## src/rtl/dcache_assoc_if.sv

```systemverilog
// CPU-side and memory-side bus bundles for the set-associative data cache.
// On the CPU bus the cache is the slave; on the memory bus it is the master.

interface dcache_assoc_cpu_if #(
   parameter int ADDR_WIDTH = 32
);
   logic                  cpu_req;
   logic                  cpu_we;
   logic                  cpu_byte;
   logic [ADDR_WIDTH-1:0] cpu_addr;
   logic [31:0]           cpu_wdata;
   logic [31:0]           cpu_rdata;
   logic                  cpu_ready;

   modport master (
      output cpu_req, cpu_we, cpu_byte, cpu_addr, cpu_wdata,
      input  cpu_rdata, cpu_ready
   );
   modport slave (
      input  cpu_req, cpu_we, cpu_byte, cpu_addr, cpu_wdata,
      output cpu_rdata, cpu_ready
   );
endinterface

interface dcache_assoc_mem_if #(
   parameter int ADDR_WIDTH = 32
);
   logic                  mem_req;
   logic                  mem_we;
   logic [ADDR_WIDTH-1:0] mem_addr;
   logic [31:0]           mem_wdata;
   logic                  mem_ack;
   logic [31:0]           mem_rdata;

   modport master (
      output mem_req, mem_we, mem_addr, mem_wdata,
      input  mem_ack, mem_rdata
   );
   modport slave (
      input  mem_req, mem_we, mem_addr, mem_wdata,
      output mem_ack, mem_rdata
   );
endinterface

```

## src/rtl/dcache_assoc.sv

```systemverilog
// Write-back, write-allocate, N-way set-associative data cache with one-word lines.
// Hits complete combinationally; misses run an optional victim write-back, a refill, then replay as a hit.

module dcache_assoc #(
   parameter int ADDR_WIDTH = 32,
   parameter int SETS       = 8,
   parameter int WAYS       = 2
) (
   input  logic                clk,
   input  logic                rst,
   dcache_assoc_cpu_if.slave   cpu,
   dcache_assoc_mem_if.master  mem,
   output logic [31:0]         hit_count,
   output logic [31:0]         miss_count
);

   localparam int IDX_W = $clog2(SETS);
   localparam int WAY_W = (WAYS > 1) ? $clog2(WAYS) : 1;
   localparam int TAG_W = ADDR_WIDTH - 2 - IDX_W;
   localparam logic [WAY_W-1:0] AGE_MAX = WAY_W'(WAYS - 1);

   typedef enum logic [1:0] {IDLE, WRITEBACK, REFILL} cacheState_t;

   cacheState_t      state;
   logic [TAG_W-1:0] tagMem   [SETS][WAYS];
   logic [31:0]      dataMem  [SETS][WAYS];
   logic [WAY_W-1:0] ageBits  [SETS][WAYS];
   logic [WAYS-1:0]  validBits[SETS];
   logic [WAYS-1:0]  dirtyBits[SETS];

   logic [IDX_W-1:0] missIndex;
   logic [TAG_W-1:0] missTag;
   logic [WAY_W-1:0] victimWay;
   logic             fillPending;

   logic [IDX_W-1:0] cpuIndex;
   logic [TAG_W-1:0] cpuTag;
   logic [1:0]       cpuOffset;
   logic             hit;
   logic [WAY_W-1:0] hitWay;
   logic [31:0]      hitWord;
   logic [31:0]      mergedWord;
   logic [WAY_W-1:0] victimSel;
   logic [WAY_W-1:0] oldAge;
   logic             accessHit;

   assign cpuIndex  = cpu.cpu_addr[2 +: IDX_W];
   assign cpuTag    = cpu.cpu_addr[ADDR_WIDTH-1 -: TAG_W];
   assign cpuOffset = cpu.cpu_addr[1:0];
   assign accessHit = (state == IDLE) && cpu.cpu_req && hit;

   // NOTE: every always_comb output gets a default first, so no path can infer a latch.
   always_comb begin
      logic foundInvalid;
      logic foundOldest;
      hit          = 1'b0;
      hitWay       = '0;
      victimSel    = '0;
      foundInvalid = 1'b0;
      foundOldest  = 1'b0;
      for (int w = 0; w < WAYS; w++) begin
         if (!hit && validBits[cpuIndex][w] && (tagMem[cpuIndex][w] == cpuTag)) begin
            hit    = 1'b1;
            hitWay = WAY_W'(w);
         end
         if (!foundInvalid && !validBits[cpuIndex][w]) begin
            foundInvalid = 1'b1;
            victimSel    = WAY_W'(w);
         end
      end
      for (int w = 0; w < WAYS; w++) begin
         if (!foundInvalid && !foundOldest && (ageBits[cpuIndex][w] == AGE_MAX)) begin
            foundOldest = 1'b1;
            victimSel   = WAY_W'(w);
         end
      end
      hitWord    = dataMem[cpuIndex][hitWay];
      mergedWord = hitWord;
      if (cpu.cpu_byte) mergedWord[{cpuOffset, 3'b000} +: 8] = cpu.cpu_wdata[7:0];
      else              mergedWord = cpu.cpu_wdata;
      // A freshly filled line replays as the oldest way, so every other way ages behind it.
      if (fillPending && (cpuIndex == missIndex) && (hitWay == victimWay)) oldAge = AGE_MAX;
      else                                                                  oldAge = ageBits[cpuIndex][hitWay];
   end

   always_comb begin
      cpu.cpu_ready = (state == IDLE) && (!cpu.cpu_req || hit);
      cpu.cpu_rdata = 32'd0;
      if (accessHit) begin
         if (cpu.cpu_byte) cpu.cpu_rdata = {24'd0, hitWord[{cpuOffset, 3'b000} +: 8]};
         else              cpu.cpu_rdata = hitWord;
      end
   end

   // NOTE: tag and data arrays are deliberately left out of reset; valid bits alone qualify them.
   always_ff @(posedge clk) begin
      if (accessHit && cpu.cpu_we) dataMem[cpuIndex][hitWay] <= mergedWord;
      if ((state == REFILL) && mem.mem_ack) begin
         dataMem[missIndex][victimWay] <= mem.mem_rdata;
         tagMem[missIndex][victimWay]  <= missTag;
      end
   end

   // NOTE: sequential state uses non-blocking assignments only, so all reads see pre-edge values.
   always_ff @(posedge clk or posedge rst) begin
      if (rst) begin
         state         <= IDLE;
         hit_count     <= 32'd0;
         miss_count    <= 32'd0;
         mem.mem_req   <= 1'b0;
         mem.mem_we    <= 1'b0;
         mem.mem_addr  <= '0;
         mem.mem_wdata <= 32'd0;
         missIndex     <= '0;
         missTag       <= '0;
         victimWay     <= '0;
         fillPending   <= 1'b0;
         for (int s = 0; s < SETS; s++) begin
            validBits[s] <= '0;
            dirtyBits[s] <= '0;
            for (int w = 0; w < WAYS; w++) ageBits[s][w] <= '0;
         end
      end else begin
         case (state)
            IDLE: begin
               fillPending <= 1'b0;
               if (cpu.cpu_req && hit) begin
                  if (hit_count != 32'hFFFF_FFFF) hit_count <= hit_count + 32'd1;
                  for (int w = 0; w < WAYS; w++) begin
                     if (WAY_W'(w) == hitWay)              ageBits[cpuIndex][w] <= '0;
                     else if (ageBits[cpuIndex][w] < oldAge) ageBits[cpuIndex][w] <= ageBits[cpuIndex][w] + WAY_W'(1);
                  end
                  if (cpu.cpu_we) dirtyBits[cpuIndex][hitWay] <= 1'b1;
               end else if (cpu.cpu_req) begin
                  if (miss_count != 32'hFFFF_FFFF) miss_count <= miss_count + 32'd1;
                  missIndex   <= cpuIndex;
                  missTag     <= cpuTag;
                  victimWay   <= victimSel;
                  mem.mem_req <= 1'b1;
                  if (validBits[cpuIndex][victimSel] && dirtyBits[cpuIndex][victimSel]) begin
                     state         <= WRITEBACK;
                     mem.mem_we    <= 1'b1;
                     mem.mem_addr  <= {tagMem[cpuIndex][victimSel], cpuIndex, 2'b00};
                     mem.mem_wdata <= dataMem[cpuIndex][victimSel];
                  end else begin
                     state        <= REFILL;
                     mem.mem_we   <= 1'b0;
                     mem.mem_addr <= {cpuTag, cpuIndex, 2'b00};
                  end
               end
            end
            WRITEBACK: begin
               if (mem.mem_ack) begin
                  dirtyBits[missIndex][victimWay] <= 1'b0;
                  state        <= REFILL;
                  mem.mem_we   <= 1'b0;
                  mem.mem_addr <= {missTag, missIndex, 2'b00};
               end
            end
            REFILL: begin
               if (mem.mem_ack) begin
                  validBits[missIndex][victimWay] <= 1'b1;
                  dirtyBits[missIndex][victimWay] <= 1'b0;
                  mem.mem_req <= 1'b0;
                  mem.mem_we  <= 1'b0;
                  fillPending <= 1'b1;
                  state       <= IDLE;
               end
            end
            default: state <= IDLE;
         endcase
      end
   end

endmodule

```

## src/flat_wrapper.sv

```systemverilog
// flat-port wrapper written by rule: the top's interface ports become plain ports
module dcache_assoc_flat 
#(
   parameter int ADDR_WIDTH = 32,
   parameter int SETS       = 8,
   parameter int WAYS       = 2
)
  (clk, rst, hit_count, miss_count, cpu_cpu_req, cpu_cpu_we, cpu_cpu_byte, cpu_cpu_addr, cpu_cpu_wdata, cpu_cpu_rdata, cpu_cpu_ready, mem_mem_req, mem_mem_we, mem_mem_addr, mem_mem_wdata, mem_mem_ack, mem_mem_rdata);
  dcache_assoc_cpu_if #(.ADDR_WIDTH(ADDR_WIDTH)) cpu_i ();
  dcache_assoc_mem_if #(.ADDR_WIDTH(ADDR_WIDTH)) mem_i ();
  input  logic clk;
  input  logic rst;
  output logic [31:0] hit_count;
  output logic [31:0] miss_count;
  input wire logic [$bits(cpu_i.cpu_req)-1:0] cpu_cpu_req;
  input wire logic [$bits(cpu_i.cpu_we)-1:0] cpu_cpu_we;
  input wire logic [$bits(cpu_i.cpu_byte)-1:0] cpu_cpu_byte;
  input wire logic [$bits(cpu_i.cpu_addr)-1:0] cpu_cpu_addr;
  input wire logic [$bits(cpu_i.cpu_wdata)-1:0] cpu_cpu_wdata;
  output wire logic [$bits(cpu_i.cpu_rdata)-1:0] cpu_cpu_rdata;
  output wire logic [$bits(cpu_i.cpu_ready)-1:0] cpu_cpu_ready;
  output wire logic [$bits(mem_i.mem_req)-1:0] mem_mem_req;
  output wire logic [$bits(mem_i.mem_we)-1:0] mem_mem_we;
  output wire logic [$bits(mem_i.mem_addr)-1:0] mem_mem_addr;
  output wire logic [$bits(mem_i.mem_wdata)-1:0] mem_mem_wdata;
  input wire logic [$bits(mem_i.mem_ack)-1:0] mem_mem_ack;
  input wire logic [$bits(mem_i.mem_rdata)-1:0] mem_mem_rdata;
  assign cpu_i.cpu_req = cpu_cpu_req;
  assign cpu_i.cpu_we = cpu_cpu_we;
  assign cpu_i.cpu_byte = cpu_cpu_byte;
  assign cpu_i.cpu_addr = cpu_cpu_addr;
  assign cpu_i.cpu_wdata = cpu_cpu_wdata;
  assign cpu_cpu_rdata = cpu_i.cpu_rdata;
  assign cpu_cpu_ready = cpu_i.cpu_ready;
  assign mem_mem_req = mem_i.mem_req;
  assign mem_mem_we = mem_i.mem_we;
  assign mem_mem_addr = mem_i.mem_addr;
  assign mem_mem_wdata = mem_i.mem_wdata;
  assign mem_i.mem_ack = mem_mem_ack;
  assign mem_i.mem_rdata = mem_mem_rdata;
  dcache_assoc #(.ADDR_WIDTH(ADDR_WIDTH), .SETS(SETS), .WAYS(WAYS)) u_core (.clk(clk), .rst(rst), .cpu(cpu_i), .mem(mem_i), .hit_count(hit_count), .miss_count(miss_count));
endmodule
```

## config.mk

```make
export PLATFORM = sky130hd
export DESIGN_NAME = dcache_assoc_flat
export DESIGN_NICKNAME = d
export VERILOG_FILES = /design/src/rtl/dcache_assoc_if.sv /design/src/rtl/dcache_assoc.sv /design/src/flat_wrapper.sv
export SDC_FILE = /design/constraint.sdc
export NUM_CORES = 2
export LEC_CHECK = 0
export BUFFER_PORTS_ARGS = -buffer_cell sky130_fd_sc_hd__buf_2
export CORE_ASPECT_RATIO = 0.75
export CORE_MARGIN = 1
export CORE_UTILIZATION = 40
export CTS_CLUSTER_DIAMETER = 150
export DETAILED_ROUTE_END_ITERATION = 10
export HOLD_SLACK_MARGIN = 0.06
export PLACE_DENSITY_LB_ADDON = 0.15
export SLEW_MARGIN = 20
export SYNTH_ARGS = -nofsm -noshare
export SYNTH_HDL_FRONTEND = slang
export SYNTH_SLANG_ARGS = --single-unit
```

## constraint.sdc

```tcl
create_clock -name clk -period 7.3 [get_ports clk]
set_input_delay 0.73 -clock clk [delete_from_list [all_inputs] [get_ports clk]]
set_output_delay 0.73 -clock clk [all_outputs]
set_load 0.1 [all_outputs]
```

==> metrics.yaml <==
final_common_cell: "edfxtp_1"
synth_area_per_cell_sq_um: 14.9
critPathMaxStageDelay_ns: 0.84
area_growth_pct: 16.2
ys_types: 81
cap_viol_max_count: 0
fin_crit_sh: 0.887
cp_max_fo: 30
cts.path.max_buffers: 3
path_cells: "buf_4 -> nor2b_2 -> buf_4 -> a22oi_1 -> and3b_1 -> nor4_1 -> nand4_1 -> or4b_4 -> a21bo_2 -> or2_1 -> a211oi_1 -> buf_2"
finalCriticalPeriod_ns: 6.48
leakagePower_nw: 20.4
yosys-mux-area-fraction: 0.0983
core_area_sq_um: 120000
final_nets: 3709
ys_warn_count: 0
vias: 31100
cts.sinks: 1154
synth-compound-area-share: 0.0980
power_mw: 19.4
dp.final_hpwl_um: 95200
cts-resized-gates: 0
hold_buffers: 0
worst_path_most_repeated_cell: "buf_4"
die-area_sq_um: 123000
fill_cells: 10600
final-max-slew-violation-count: 0
portBuffers: 262
synth_fa_ha_area_frac: 0.00257
p_sw_mw: 6.59
end_kind: "output pin"
multi_input_area_sq_um: 14400
layout_common_cells: "944 x edfxtp_1, 251 x buf_2, 210 x dfrtp_1, 192 x mux2i_1, 183 x a22oi_1"
tns_ns: 0
clock_latency_ns: 0.77
slew-limit-headroom: 0.248
netlist_area_sq_um: 48700
p_sw_frac: 0.340
firstDrtPassIters: 5
critical-path-top-delay-family: "simple AND/OR/NAND/NOR gates"
synth_simple_gate_area_frac: 0.0730
holdWs_ns: 0.280
drt_wl_total_um: 154000
layout-drive-gt1-share: 0.230
p_seq_frac: 0.465
postSynthCellCount: 3277
grt_max_degree: 125
netlist_top_cells_area: "edfxtp_1 58%, dfrtp_1 11%, mux2i_1 3.9%, mux2_2 3.5%, a22oi_1 2.8%"
num_io_pins: 265
synthXorXnorAreaFrac: 0.0155
finClkSkew_ns: 0.0629
crit_type: "input pin to output pin"
synth_edf_count: 944
drt-initial-drc-count: 3626
setup_viol: 0
cp-start-kind: "input pin"
path_buf_inv: 3
cts-root-buf: "clkbuf_16"
yosysSeqAreaShare: 0.690
grt_util_all_layers: 0.246
ir_drop_uv: 274
num_rows: 110
worstMarginPinSlew_ns: 1.12
synth_flop_cell: "edfxtp_1"
route.detailed.drc: 0
min_path_type: "input pin to flop"
grt_pass1_wl_um: 218000
via_per_inst: 5.84
pwr-share-comb: 0.228
path_clk_slew_ns: 0.06
wl_per_cell_um: 28.9
fp.dieW_um: 405
rsz0062_at_grt: "no"
cts_tree: "yes"
die_y_um: 304
antenna_found_initial: 7
start_util: 0.405
status: "completed"
seqCellArea_sq_um: 33600
synth_top_family_by_area: "multiplexers"
arrival_ns: 5.75
cts_buffers: 111
cp.required_ns: 6.57
netlist.area_leader.share: 0.582
cpMaxStageDelayCell: "nor2b_2"
finalHoldViolCount: 0
p_clk_frac: 0.307
grt_pass1_vias: 29600
postCtsSetupBuffers: 0
async_reset_ff_frac: 0.182
grt.overflow.total: 0
ys_seq_elements: 1154
p_int_mw: 12.8
ant_nets: 0
max_freq_mhz: 154
place_congestion: 0.953
powerDensity_nw_per_um2: 343
cts_htree_levels: 3
yosysTopAreaCell: "edfxtp_1"
[flip-flops by register name, indices dropped and copies added, names as in the netlist]
signal and count:
u_core.dirtyBits 16, u_core.victimWay 1, u_core.mem.mem_wdata 32, u_core.hit_count 32, u_core.mem.mem_addr 30, u_core.missTag 27
u_core.state 2, u_core.mem.mem_we 1, u_core.fillPending 1, u_core.mem.mem_req 1, u_core.validBits 16, u_core.tagMem 432
u_core.missIndex 3, u_core.ageBits 16, u_core.miss_count 32, u_core.dataMem 512
[cells by family after synthesis]
| family | after synthesis |
|---|---|
| mux | 407 |
| xor+xnor | 86 |
| compound gates | 702 |
| flops | 1154 |
| simple gates | 684 |
| other cells | 1 |
| fa+ha+maj | 10 |
| buf+inv | 233 |
[cell type report]
type	instances	share of cell area
sequential	1154	0.594
multi-input combinational	1891	0.254
clock buffer	129	0.0505
timing repair buffer	404	0.0468
tap	1624	0.0359
clock inverter	78	0.0162
inverter	35	0.00250
antenna	2	0.0000885
[per-stage QoR]
stage	instances	util	instance area, sq um	setup slack (ns)
5_1_grt	5317	0.470	56500	0.726
2_1_floorplan	3278	-	48700	0.832
3_5_place_dp	5107	0.439	52800	0.921
4_1_cts	5314	0.470	56500	0.931
3_3_place_gp	5107	0.439	52800	1.01
6_report	5317	0.470	56500	0.824
[routing by layer]
layer  global-route usage  vias up  wire [um]
met3               0.0553      195      12400
li1                     -    13500          -
met2                0.362     1226      67400
met4               0.0515        6       2950
met5                    0        -         42
met1                0.371    16100      70900
[cell usage after synthesis, types with 18 or more instances]
cell type,instances
a211o_1,28
mux2_1,23
clkbuf_1,90
nand4_1,43
nand2_1,145
edfxtp_1,944
a22oi_1,183
o21a_1,22
o22ai_1,41
mux2i_1,192
inv_1,34
o21ai_0,96
and3_1,22
xor2_1,37
a22o_1,18
or2_2,27
or3_1,26
dfrtp_1,210
xnor2_1,49
mux2_2,152
nand3b_1,18
nor2_1,164
buf_2,62
buf_4,22
nand2b_1,18
nor4_1,21
mux4_2,39
a211oi_1,26
a21oi_1,146
a221oi_1,42
nor3_1,58
nand3_1,50
[worst paths after layout]
kind | slack, ns | cells after the start | endpoint | start
max | 0.82 | 12 | cpu_cpu_rdata[12] | cpu_cpu_addr[2]
min | 0.28 | 2 | u_core.missTag[23] | cpu_cpu_addr[28]
max reg2reg | 2.39 | 12 | u_core.dataMem[4][15] | u_core.tagMem[2][20]
min reg2reg | 0.46 | 1 | u_core.validBits[7] | u_core.validBits[7]
max in group asynchronous | 5.38 | 4 | u_core.mem.mem_wdata[6] | rst
min in group asynchronous | 0.55 | 3 | u_core.missTag[3] | rst
[power by group through the flow]
stage / Combinational [mW] / Clock (mW) / Sequential [mW]
global route: 4.60 / 6.29 / 9.11
floorplan: 1.66 / 0 / 10.2
finish: 4.42 / 5.94 / 9.01
global placement: 4.38 / 0 / 9.12
CTS: 4.40 / 6.04 / 9.00
detailed placement: 4.39 / 0 / 9.13
[worst register-to-register path, stage by stage (launching register included)]
cell,delay (ns)
edfxtp_1,0.37
mux4_2,0.45
mux2i_1,0.27
xnor2_1,0.26
nor3_1,0.54
inv_1,0.15
or4_4,0.58
nor3_4,0.43
buf_4,0.27
nand3_1,0.14
buf_4,0.27
o21bai_4,0.16
buf_4,0.60
(Power assumes the default switching activity.)
